**src/rtl/match_score_controller_pkg.sv**
```systemverilog
// Shared types and constants for the match score controller.
package match_score_controller_pkg;

  localparam int SCORE_W        = 7;
  localparam int WIN_POINTS_DEF = 11;
  localparam int WIN_MARGIN_DEF = 2;
  localparam int MAX_SCORE_DEF  = 99;

  typedef enum logic {
    ST_PLAY      = 1'b0,
    ST_GAME_OVER = 1'b1
  } state_t;

  // Lead is taken in 8-bit signed so a trailing player never wraps to a huge lead.
  function automatic logic has_won(input logic [SCORE_W-1:0] me,
                                   input logic [SCORE_W-1:0] other,
                                   input logic [SCORE_W-1:0] win_pts,
                                   input logic [SCORE_W-1:0] max_sc,
                                   input logic signed [7:0]  margin);
    logic signed [7:0] lead;
    lead    = $signed({1'b0, me}) - $signed({1'b0, other});
    has_won = (me >= win_pts || me == max_sc) &&
              (lead >= margin || (me == max_sc && lead > 8'sd0));
  endfunction

endpackage

```
**src/rtl/match_score_controller_display_alternator.sv**
```systemverilog
// Alternates the displayed player every SHOW_MS cycles; in GAME_OVER shows the winner and blinks.
module match_score_controller_display_alternator
  import match_score_controller_pkg::*;
#(
  parameter int SHOW_MS  = 1000,
  parameter int BLINK_MS = 250
) (
  input  logic               clk,
  input  logic               rst,
  input  state_t             state,
  input  logic               winner,
  input  logic [SCORE_W-1:0] score_p1,
  input  logic [SCORE_W-1:0] score_p2,
  output logic [SCORE_W-1:0] disp_value,
  output logic               disp_player,
  output logic               disp_blank
);

  localparam int SHOW_W  = (SHOW_MS  > 1) ? $clog2(SHOW_MS)  : 1;
  localparam int BLINK_W = (BLINK_MS > 1) ? $clog2(BLINK_MS) : 1;
  localparam logic [SHOW_W-1:0]  SHOW_LAST  = SHOW_W'(SHOW_MS - 1);
  localparam logic [BLINK_W-1:0] BLINK_LAST = BLINK_W'(BLINK_MS - 1);

  logic [SHOW_W-1:0]  show_cnt;
  logic [BLINK_W-1:0] blink_cnt;
  logic               sel_q;
  logic               blank_q;
  logic               over;

  assign over        = (state == ST_GAME_OVER);
  assign disp_player = over ? winner : sel_q;
  assign disp_blank  = over & blank_q;

  always_ff @(posedge clk) begin
    if (rst) begin
      show_cnt   <= '0;
      sel_q      <= 1'b0;
      disp_value <= '0;
    end else begin
      if (show_cnt == SHOW_LAST) begin
        show_cnt <= '0;
        sel_q    <= ~sel_q;
      end else begin
        show_cnt <= show_cnt + 1'b1;
      end
      disp_value <= disp_player ? score_p2 : score_p1;
    end
  end

  // Blink phase is held at zero throughout PLAY so each game-over starts unblanked.
  always_ff @(posedge clk) begin
    if (rst || !over) begin
      blink_cnt <= '0;
      blank_q   <= 1'b0;
    end else if (blink_cnt == BLINK_LAST) begin
      blink_cnt <= '0;
      blank_q   <= ~blank_q;
    end else begin
      blink_cnt <= blink_cnt + 1'b1;
    end
  end

endmodule

```
**src/rtl/match_score_controller.sv**
```systemverilog
// Two-player score keeping, win detection and display routing for a 1 kHz scoreboard.
module match_score_controller
  import match_score_controller_pkg::*;
#(
  parameter int WIN_POINTS = WIN_POINTS_DEF,
  parameter int WIN_MARGIN = WIN_MARGIN_DEF,
  parameter int MAX_SCORE  = MAX_SCORE_DEF,
  parameter int SHOW_MS    = 1000,
  parameter int BLINK_MS   = 250
) (
  input  logic               clk_1khz_i,
  input  logic               rst_i,
  input  logic               p1_short_i,
  input  logic               p1_long_i,
  input  logic               p2_short_i,
  input  logic               p2_long_i,
  output logic [SCORE_W-1:0] score_p1_o,
  output logic [SCORE_W-1:0] score_p2_o,
  output logic [SCORE_W-1:0] disp_value_o,
  output logic               disp_player_o,
  output logic               disp_blank_o,
  output logic               winner_valid_o,
  output logic               winner_o
);

  localparam logic [SCORE_W-1:0] WP = SCORE_W'(WIN_POINTS);
  localparam logic [SCORE_W-1:0] MX = SCORE_W'(MAX_SCORE);
  localparam logic signed [7:0]  MG = 8'(WIN_MARGIN);

  state_t             state;
  logic [SCORE_W-1:0] s1_n, s2_n;
  logic               p1_win, p2_win;

  always_comb begin
    s1_n = score_p1_o;
    s2_n = score_p2_o;
    if (p1_long_i && p2_long_i) begin
      s1_n = '0;
      s2_n = '0;
    end else begin
      if (p1_short_i && !p1_long_i && score_p1_o < MX)       s1_n = score_p1_o + 1'b1;
      else if (p1_long_i && !p1_short_i && score_p1_o != '0) s1_n = score_p1_o - 1'b1;
      if (p2_short_i && !p2_long_i && score_p2_o < MX)       s2_n = score_p2_o + 1'b1;
      else if (p2_long_i && !p2_short_i && score_p2_o != '0) s2_n = score_p2_o - 1'b1;
    end
    p1_win = has_won(s1_n, s2_n, WP, MX, MG);
    p2_win = has_won(s2_n, s1_n, WP, MX, MG);
  end

  always_ff @(posedge clk_1khz_i) begin
    if (rst_i) begin
      state          <= ST_PLAY;
      score_p1_o     <= '0;
      score_p2_o     <= '0;
      winner_valid_o <= 1'b0;
      winner_o       <= 1'b0;
    end else begin
      case (state)
        ST_PLAY: begin
          score_p1_o <= s1_n;
          score_p2_o <= s2_n;
          if (p1_win || p2_win) begin
            state          <= ST_GAME_OVER;
            winner_valid_o <= 1'b1;
            winner_o       <= p2_win;
          end
        end
        ST_GAME_OVER: begin
          if (p1_long_i || p2_long_i) begin
            state          <= ST_PLAY;
            score_p1_o     <= '0;
            score_p2_o     <= '0;
            winner_valid_o <= 1'b0;
            winner_o       <= 1'b0;
          end
        end
        default: state <= ST_PLAY;
      endcase
    end
  end

  match_score_controller_display_alternator #(
    .SHOW_MS  (SHOW_MS),
    .BLINK_MS (BLINK_MS)
  ) u_display_alternator (
    .clk         (clk_1khz_i),
    .rst         (rst_i),
    .state       (state),
    .winner      (winner_o),
    .score_p1    (score_p1_o),
    .score_p2    (score_p2_o),
    .disp_value  (disp_value_o),
    .disp_player (disp_player_o),
    .disp_blank  (disp_blank_o)
  );

endmodule

```
**config.mk**
```make
export PLATFORM = sky130hd
export DESIGN_NAME = match_score_controller
export DESIGN_NICKNAME = d
export VERILOG_FILES = /design/src/rtl/match_score_controller_pkg.sv /design/src/rtl/match_score_controller_display_alternator.sv /design/src/rtl/match_score_controller.sv
export SDC_FILE = /design/constraint.sdc
export NUM_CORES = 1
export LEC_CHECK = 0
export BUFFER_PORTS_ARGS = -buffer_cell sky130_fd_sc_hd__clkbuf_2
export CAP_MARGIN = 0
export CORE_MARGIN = 3
export CORE_UTILIZATION = 60
export CTS_CLUSTER_DIAMETER = 150
export DETAILED_ROUTE_END_ITERATION = 10
export GPL_ROUTABILITY_DRIVEN = 0
export PLACE_DENSITY_LB_ADDON = 0.12
export SYNTH_ARGS = -nofsm -noshare
export SYNTH_HDL_FRONTEND = slang
export SYNTH_SLANG_ARGS = --single-unit
```
**constraint.sdc**
```tcl
create_clock -name clk_1khz_i -period 4.6 [get_ports clk_1khz_i]
set_input_delay 0.92 -clock clk_1khz_i [delete_from_list [all_inputs] [get_ports clk_1khz_i]]
set_output_delay 0.92 -clock clk_1khz_i [all_outputs]
set_load 0.01 [all_outputs]
```
; After elaboration in Yosys (flattened, before gate mapping)
; Index checks and enable logic that the tools add are counted.
[totals]
reg_bits = 44
[op_classes]
n_reduce_logical = 30
n_lt_le_gt_ge = 8
muxes = 19
n_addsub = 8
eq_ne = 6
bitwise = 4
[ops]
columns = cell, n
row1 = $mux 7, 8
row2 = $pmux 7 s2, 2
row3 = $ge 8x3->1 const B, 2
row4 = $gt 8x1->1 const B, 2
row5 = $sub 7x7->8, 2
row6 = $add 7x1->7 const B, 2
row7 = $eq 7x7->1 const B, 2
row8 = $ge 7x4->1 const B, 2
row9 = $lt 7x7->1 const B, 2
row10 = $reduce_bool 7->1, 2
row11 = $sub 7x1->7 const B, 2
row12 = $logic_and 1x1->1, 13
row13 = $add 10x1->10 const B, 1
row14 = $eq 10x10->1 const B, 1
row15 = $add 8x1->8 const B, 1
row16 = $eq 8x8->1 const B, 1
row17 = $logic_or 1x1->1, 7
row18 = $mux 1, 6
row19 = $pmux 1 s2, 3
row20 = $logic_not 1->1, 5
row21 = $reduce_or 2->1, 2
row22 = $not 1->1, 3
row23 = $ne 2x1->1 const B, 1
row24 = $ne 2x2->1 const B, 1
row25 = other kinds (2), 2

; Depth between registers and ports, before layout
; Gate-level depths: netlist of run 1.
[depth]
word_depth = 14
depth_mapped = 19

; Cells and area by module
; A second synthesis of run 1 with hierarchy kept.
[unflattened]
cells_unflattened = 437
area_unflattened_um2 = 3440.8
[by_module_without_submodules]
columns = module, cells_per_inst, seq_area_each_um2, n_inst, area_each_um2
row1 = match_score_controller, 312, 340.3, 1, 2292.2
row2 = match_score_controller_display_alternator, 125, 540.5, 1, 1148.6

; Worst setup path before layout of run 1
; No wires, ideal clock.
[synth_timing]
path_type = input-to-reg
start = in p2_long_i
end = reg state
setup_slack_ps = 953
cell_stages = 16
setup_ps = 134
arrival_time_ps = 3513
path_cell_list = and2b_1 nand4_1 a21boi_0 or3_1 nand3_2 ha_1 buf_2 nor2b_1 o21ai_1 nand2b_1 a21oi_1 mux2i_1 nor3_1 nand3_1 o31ai_2 nand3_1
[synth_between]
elab_chain_cells = 13
word_cells_on_any_way = 33
classes_between = add/sub: 2 / order compare: 6 / eq/ne: 2 / mux: 7 / reduce/logical: 16
[synth_rtl]
columns = element, line_no
row1 = "start, declared", match_score_controller.sv:16  ; input logic p2_long_i,
row2 = $logic_and 1x1->1 or $logic_not 1->1 (tied branches), "match_score_controller.sv:44, match_score_controller.sv:43"
row3 = $logic_and 1x1->1 (on tied branches), "match_score_controller.sv:44, match_score_controller.sv:43"
row4 = $mux 7 or $logic_and 1x1->1 (tied branches), "match_score_controller.sv:44, match_score_controller.sv:43"
row5 = $mux 7, match_score_controller.sv:43  ; if (p2_short_i && !p2_long_i && score_p2_o < MX) s2_n = score_p2_o + 1'b1;
row6 = $mux 7, match_score_controller.sv:37  ; if (p1_long_i && p2_long_i) begin
row7 = $sub 7x7->8, match_score_controller_pkg.sv:21  ; lead = $signed({1'b0, me}) - $signed({1'b0, other});
row8 = $gt 8x1->1, match_score_controller_pkg.sv:23  ; (lead >= margin || (me == max_sc && lead > 8'sd0));
row9 = $logic_and 1x1->1, match_score_controller_pkg.sv:23
row10 = $logic_or 1x1->1, match_score_controller_pkg.sv:23
row11 = $logic_and 1x1->1, match_score_controller_pkg.sv:22  ; has_won = (me >= win_pts || me == max_sc) &&
row12 = $logic_or 1x1->1, match_score_controller.sv:62  ; if (p1_win || p2_win) begin
row13 = $mux 1, match_score_controller.sv:62
row14 = $pmux 1 s2 (*), match_score_controller.sv:58  ; case (state)
row15 = "end signal, assigned", match_score_controller.sv:63  ; state <= ST_GAME_OVER;
row16 = "end signal, assigned", match_score_controller.sv:70  ; state <= ST_PLAY;
row17 = "end signal, assigned", match_score_controller.sv:77  ; default: state <= ST_PLAY;
row18 = "end, declared", match_score_controller.sv:30  ; state_t state;
; Every way passes the cells marked *; elsewhere a longest branch is shown, timed or not.
; A chain may end at the register's enable or synchronous reset.

; Worst setup path after layout of run 1
[layout_timing]
start = reg score_p1_o[0]
end = reg winner_valid_o
[layout_between]
elab_chain_cells = 13
word_cells_on_any_way = 27
classes_between = add/sub: 4 / order compare: 6 / eq/ne: 2 / mux: 3 / reduce/logical: 12
[layout_rtl]
columns = element, line_no
row1 = "start, declared", match_score_controller.sv:17  ; output logic [SCORE_W-1:0] score_p1_o,
row2 = "start signal, assigned", match_score_controller.sv:60  ; score_p1_o <= s1_n;
row3 = "parallel branches: the longest is 3 deep, another holds $sub 7x1->7", -
row4 = $mux 7 (*), match_score_controller.sv:41  ; if (p1_short_i && !p1_long_i && score_p1_o < MX) s1_n = score_p1_o + 1'b1;
row5 = $mux 7 (*), match_score_controller.sv:37
row6 = $sub 7x7->8, match_score_controller_pkg.sv:21
row7 = $gt 8x1->1, match_score_controller_pkg.sv:23
row8 = $logic_and 1x1->1, match_score_controller_pkg.sv:23
row9 = $logic_or 1x1->1, match_score_controller_pkg.sv:23
row10 = $logic_and 1x1->1, match_score_controller_pkg.sv:22
row11 = $logic_or 1x1->1 (*), match_score_controller.sv:62
row12 = $ne 2x2->1 (no source line) (*), -
row13 = $reduce_and 2->1 (no source line) (*), -
row14 = "end signal, assigned", match_score_controller.sv:55  ; winner_valid_o <= 1'b0;
row15 = "end signal, assigned", match_score_controller.sv:64  ; winner_valid_o <= 1'b1;
row16 = "end signal, assigned", match_score_controller.sv:73  ; winner_valid_o <= 1'b0;
row17 = "end, declared", match_score_controller.sv:22  ; output logic winner_valid_o,
; Every way passes the cells marked *.

==> results.md, run 1 <==
- Outcome: finished, final reports clean
- Die area: roughly 6300 µm²
- Final worst slack: around 660 ps
- Leakage: ~1.6 nW
- Antenna Diode Count: 0
- Critical Path AT: slightly above 4000 ps
- Cell variety after synth: 61
- Final hold violations: 0
- Comb pwr share: ~53%
- Fmax: about 0.25 GHz
- Synth Instances: 421
- Post-synth ARST share: 0%
- EDFF count, synth: 0
- Slew HR: 60.7%
- Syn_area_per_cell: 7.63 µm²
- DR iter-0 viols: between 150 and 200
- CTS clk-pin slew, worst paths: around 90 ps
- Drt pass-1 iters: 6
- First-pass GRT wire length: around 13 mm
- Post-place setup slack: approximately 480 ps
- Max-slew violations: 0
- Clock sink count: 44
- Hold Path Origin: u_display_alternator.show_cnt[0]
- RSZ-0062 raised after global routing: no
- Top Ports: 31
- # fillers: 480
- Flop pwr share: approximately 28%
- Number of max-cap violations: 0
- CTS tree: built
- Worst Clk Skew: slightly above 5 ps
- Register area share after synthesis: between 20% and 30%
- Num CTS Buffers: 5
- # setup viols final: 0
- Mapped Nets: about 450
- Worst r2r src: score_p1_o[0]
- Crit Path Max Fanout: 3
- Ys flop type: dfxtp_1
- CP startpoint kind: register
- Core area: 5140 µm²
- # rows: 26
- Initial antenna violation count: 0
- Setup TNS: 0 ps
- Hpwl dp: roughly 5.9 mm
- # hold bufs at CTS: 0
- Slew @ Worst Pin: 589 ps
- Vias in the first global route: between 2000 and 3000
- Avg WL per Cell: around 15 µm
- CTS root buf: clkbuf_8
- Die Span X: approximately 79 µm
- PostCTS Resize Cnt: 0
- Tmin final: just under 4000 ps
- Share of post-route cells with drive strength above 1: 13.7%
- Latest clock arrival within the worst-skew pair: 310 ps
- CTS H-tree lvls: 2
- Total GRT Usage: 26.6%
- Port Buf Inserts: 30
- Critical Path Start: score_p1_o[0]
- Final Total Pwr: approximately 1.6 mW
- Initial Util: a little over three fifths
- DRC viols: 0
- NumNets Final: a little under 500
- Routed wire length: 8.03 mm
- Clock power frac: between 10% and 20%
- Period utilization: between 80% and 90%
- Switch share: between 40% and 50%
- Most frequent cells in the layout: nor2_1, dfxtp_1, nand2_1
- Total grt overflow: 0
- P per Cell Area: about 460 nW/µm²
- Commonest non-fill, non-tap cell in the layout: nor2_1
- Routed via count: 3016
- Buffer count from post-CTS setup fixing: 0
- Clk buf depth: 2
- Worst VDD drop: 0.225 mV
- Antenna Nets Post-Route: 0
- Die height: about 79 µm
- Synth warn: 0
- Largest net degree at the start of global routing: 28
- Area added between synthesis and finish: 10.2%
- Flops & latches, synth: 44
- NetSw: slightly below 0.7 mW
- Hold/Removal Path Class: register to register
- Mapped Area: around 3200 µm²
- Int Power: around 0.92 mW
- Critical path data required time: between 4000 and 5000 ps
- Kind of critical path: register to register
- Worst setup EP type: register
- Vias/cell: 5.78
## routing by layer
layer,up-vias,share of wire (%),track usage [%],routed length (µm)
li1,1507,-,-,-
met1,1400,47,37.2,3760
met2,98,46,41.8,3680
met3,11,6.4,4.42,518
met4,0,0.90,8.25,72
met5,-,0,0,0
## flip-flops by register name, summed over array words and instances (netlist names)
| signal | count |
|---|---|
| u_display_alternator.blank_q | 1 |
| score_p1_o | 7 |
| u_display_alternator.blink_cnt | 8 |
| u_display_alternator.show_cnt | 10 |
| score_p2_o | 7 |
| winner_valid_o | 1 |
| u_display_alternator.disp_value | 7 |
| winner_o | 1 |
| state | 1 |
| u_display_alternator.sel_q | 1 |
## worst paths after layout
kind,to,cells past startpoint,slack (ps)
min,u_display_alternator.show_cnt[0],1,460
min reg2reg,u_display_alternator.show_cnt[0],1,460
max,winner_valid_o,19,660
max reg2reg,winner_valid_o,19,660
## critical path, stage by stage (launching register included)
cell	delay, ps
dfxtp_1	320
inv_1	110
ha_1	190
or3b_2	490
o21ai_1	220
nand2_1	120
xnor2_1	130
nand2_1	120
inv_1	60
ha_1	220
fa_1	430
nor2b_1	210
o21ai_1	80
nand2b_1	120
a21oi_1	90
mux2i_1	130
nor3_1	190
nand3_1	120
o31ai_2	350
nand3_1	110
## per-stage QoR
stage / cells / hold slack, ps / cell area, µm² / util (%)
2_1_floorplan: 421 / 418 / 3210 / -
3_3_place_gp: 514 / 435 / 3420 / 66.6
3_5_place_dp: 514 / 440 / 3420 / 66.6
4_1_cts: 522 / 462 / 3540 / 68.9
5_1_grt: 522 / 491 / 3540 / 68.9
6_report: 522 / 461 / 3540 / 68.9
## logic make-up after synthesis
group / synth area share, %
flip-flops: 27.4
buffers and inverters: 5.73
multiplexers: 3.19
XOR/XNOR: 8.14
AO/OA/AOI/OAI: 16.1
adder cells (fa/ha/maj): 10.2
AND/OR/NAND/NOR: 29.2
## Yosys cell counts (all sizes together) (2+ instances only)
| library cell | n | share of area [%] |
|---|---|---|
| nor2 | 77 | 9.0 |
| dfxtp | 44 | 27 |
| nand2 | 39 | 4.6 |
| a21oi | 30 | 4.7 |
| inv | 28 | 3.3 |
| ha | 23 | 9.0 |
| nand3 | 16 | 2.6 |
| xor2 | 16 | 4.6 |
| xnor2 | 13 | 3.5 |
| o21ai | 12 | 2.3 |
| nand2b | 9 | 1.8 |
| clkbuf | 8 | 0.93 |
| mux2i | 8 | 2.5 |
| nand4 | 7 | 1.4 |
| nor4 | 7 | 1.8 |
| buf | 6 | 1.5 |
| nor2b | 6 | 1.2 |
| nor3 | 6 | 0.93 |
| o22ai | 5 | 1.2 |
| a31oi | 4 | 0.78 |
| and2 | 4 | 0.78 |
| and3 | 4 | 0.78 |
| o211ai | 4 | 1.1 |
| or3 | 4 | 0.78 |
| or4 | 4 | 1.1 |
| o31ai | 3 | 0.86 |
| a211oi | 2 | 0.47 |
| a21o | 2 | 0.47 |
| a221o | 2 | 0.62 |
| a22oi | 2 | 0.47 |
| and2b | 2 | 0.47 |
| and4 | 2 | 0.55 |
| fa | 2 | 1.2 |
| mux2 | 2 | 0.70 |
| nand3b | 2 | 0.47 |
| o2111ai | 2 | 0.55 |
| o21a | 2 | 0.47 |
| o21bai | 2 | 0.47 |
## area by class of cell
type	instances	area, µm²	share of cell area (%)
inverters	28	105	2.97
multi-input cells	335	2150	60.7
repair buffers	37	203	5.73
flip-flops and latches	44	881	24.9
clock inverters	3	47.5	1.34
well taps	70	87.6	2.47
clock buffers	5	68.8	1.94
## power groups by stage
| stage | clock network, mW | registers [mW] | logic, mW |
|---|---|---|---|
| after global routing | 0.327 | 0.454 | 0.938 |
| after global placement | 0 | 0.456 | 0.817 |
| final | 0.312 | 0.449 | 0.850 |
| after CTS | 0.315 | 0.448 | 0.835 |
| after floorplan | 0 | 0.460 | 0.646 |
| after detailed placement | 0 | 0.457 | 0.830 |
Note: power is estimated with default switching activity, not from simulation.
==> run 2: changes to the inputs <==
Settings changed: CORE_MARGIN 3 to 1.5, REMOVE_ABC_BUFFERS from default to 1.
==> results.md, run 2 (synthesized netlist as in run 1, its figures left out) <==
- RSZ-0062 raised after global routing: no
- Die Span X: approximately 76 µm
- DRC viols: 0
- Crit Path Max Fanout: 10
- # rows: 26
- Vias in the first global route: 2963
- Clock power frac: 19.9%
- Commonest non-fill, non-tap cell in the layout: nor2_1
- Flop pwr share: roughly 28%
- Vias/cell: between 5 and 6
- Global routing's busiest layer: met2
- Largest net degree at the start of global routing: 28
- Final hold violations: 0
- Antenna Nets Post-Route: 0
- Initial Util: 62.5%
- Die height: about 76 µm
- Hold Path Origin: u_display_alternator.show_cnt[0]
- Total area of multi-input combinational cells: 2150 µm²
- CP startpoint kind: register
- CTS root buf: clkbuf_8
- NumNets Final: between 400 and 500
- Clock sink count: 44
- Critical Path AT: 4320 ps
- # setup viols final: 0
- Port Buf Inserts: 30
- Most flop-heavy register: u_display_alternator.show_cnt
- P per Cell Area: about 460 nW/µm²
- Antenna Diode Count: 0
- Core area: ~5100 µm²
- Clk buf depth: 2
- Avg WL per Cell: 15.2 µm
- # hold bufs at CTS: 0
- Fmax: between 0.2 and 0.25 GHz
- Num CTS Buffers: 5
- Int Power: 0.930 mW
- Critical Path Start: score_p1_o[0]
- PostCTS Resize Cnt: 0
- Top Ports: 31
- Setup TNS: 0 ps
- Worst setup EP type: register
- Slew @ Worst Pin: approximately 620 ps
- Share of post-route cells with drive strength above 1: a little over an eighth
- Worst Clk Skew: 8.83 ps
- Hold/Removal Path Class: register to register
- M3 GR Usage: under 10%
- Tmin final: 4150 ps
- Switch share: 42.0%
- Routed wire length: 7.87 mm
- Grt met2 use: 49.3%
- Post-place setup slack: between 400 and 500 ps
- Outcome: finished, final reports clean
- CTS tree: built
- Die area: ~5800 µm²
- Critical path data required time: about 4800 ps
- Leakage: about 1.6 nW
- Area added between synthesis and finish: 9.66%
- NetSw: 0.673 mW
- Period utilization: roughly 90%
- Final worst slack: about 450 ps
- Latest clock arrival within the worst-skew pair: 300 ps
- Total grt overflow: 0
- Slew HR: 58.8%
- Total GRT Usage: between 20 and 30%
- Seq. cell area: 881 µm²
- # fillers: between 400 and 500
- First-pass GRT wire length: 13.4 mm
- CTS clk-pin slew, worst paths: about 90 ps
- Kind of critical path: register to register
- Worst r2r src: score_p1_o[0]
- CTS H-tree lvls: 2
- Max-slew violations: 0
- Worst VDD drop: 0.219 mV
- DR iter-0 viols: 184
- Hpwl dp: about 5.9 mm
- Met1 Use GR: 34.5%
- Post-route design area: 3520 µm²
- Number of max-cap violations: 0
- Comb pwr share: 51.6%
- Buffer count from post-CTS setup fixing: 0
- Most frequent cells in the layout: nor2_1, dfxtp_1, nand2_1
- Top Registers: u_display_alternator.show_cnt: 10 flops, u_display_alternator.blink_cnt: 8 flops
- Initial antenna violation count: 0
- Drt pass-1 iters: 4
- Routed via count: a little over 3000
- Max reg flops: 10
- Placed Area: 3400 µm²
## run 2: cell types whose count changed in the layout (fill, tap and decap cells not counted), sizes merged
cell    before  now
clkbuf      35   36
clkinv       2    1
buf          7    4
## run 2: critical path: stages, from the launching register on
cell and delay (ps):
dfxtp_1 420, inv_1 170, ha_1 180, or3b_2 480
o21ai_1 220, nand2_1 130, xnor2_1 150, nand2_1 170
inv_1 70, ha_1 220, fa_1 420, nor2b_1 200
o21ai_1 90, nand2b_1 110, a21oi_1 90, mux2i_1 140
nor3_1 200, nand3_1 120, o31ai_2 330, nand3_1 110
## run 2: worst paths after layout
check	cells past startpoint	to	slack (ps)
worst max-delay path	19	winner_valid_o	450
worst min-delay path	1	u_display_alternator.show_cnt[0]	460
worst max register to register	19	winner_valid_o	450
worst min register to register	1	u_display_alternator.show_cnt[0]	460
## run 2: layer usage
layer  part of all wire (%)  vias up  routed length [µm]
li1                       -     1501                   -
met2                     48      111                3800
met1                     44     1449                3470
met4                    2.6        0                 201
met5                      0        -                   0
met3                    5.0       21                 395
## run 2: power groups by stage
stage	Combinational, mW	Clock [mW]	Sequential (mW)
after floorplan	0.620	0	0.472
after global placement	0.797	0	0.465
after detailed placement	0.810	0	0.466
after CTS	0.815	0.323	0.457
after global routing	0.922	0.338	0.463
final	0.827	0.319	0.457
## run 2: layout make-up
cell class                      count  share of cell area, %
Timing Repair Buffer               34                   5.12
Clock inverter                      2                   1.10
Clock buffer                        6                   2.34
Multi-Input combinational cell    335                   61.0
Tap cell                           70                   2.49
Sequential cell                    44                   25.0
Inverter                           28                   2.98
## run 2: through the flow
step                util [%]  hold slack, ps  instances  power [mW]
floorplan                  -             418        407        1.09
global placement        66.2             435        511        1.26
detailed placement      66.2             443        511        1.28
CTS                     68.5             459        519        1.60
global route            68.5             478        519        1.72
finish                  68.5             457        519        1.60
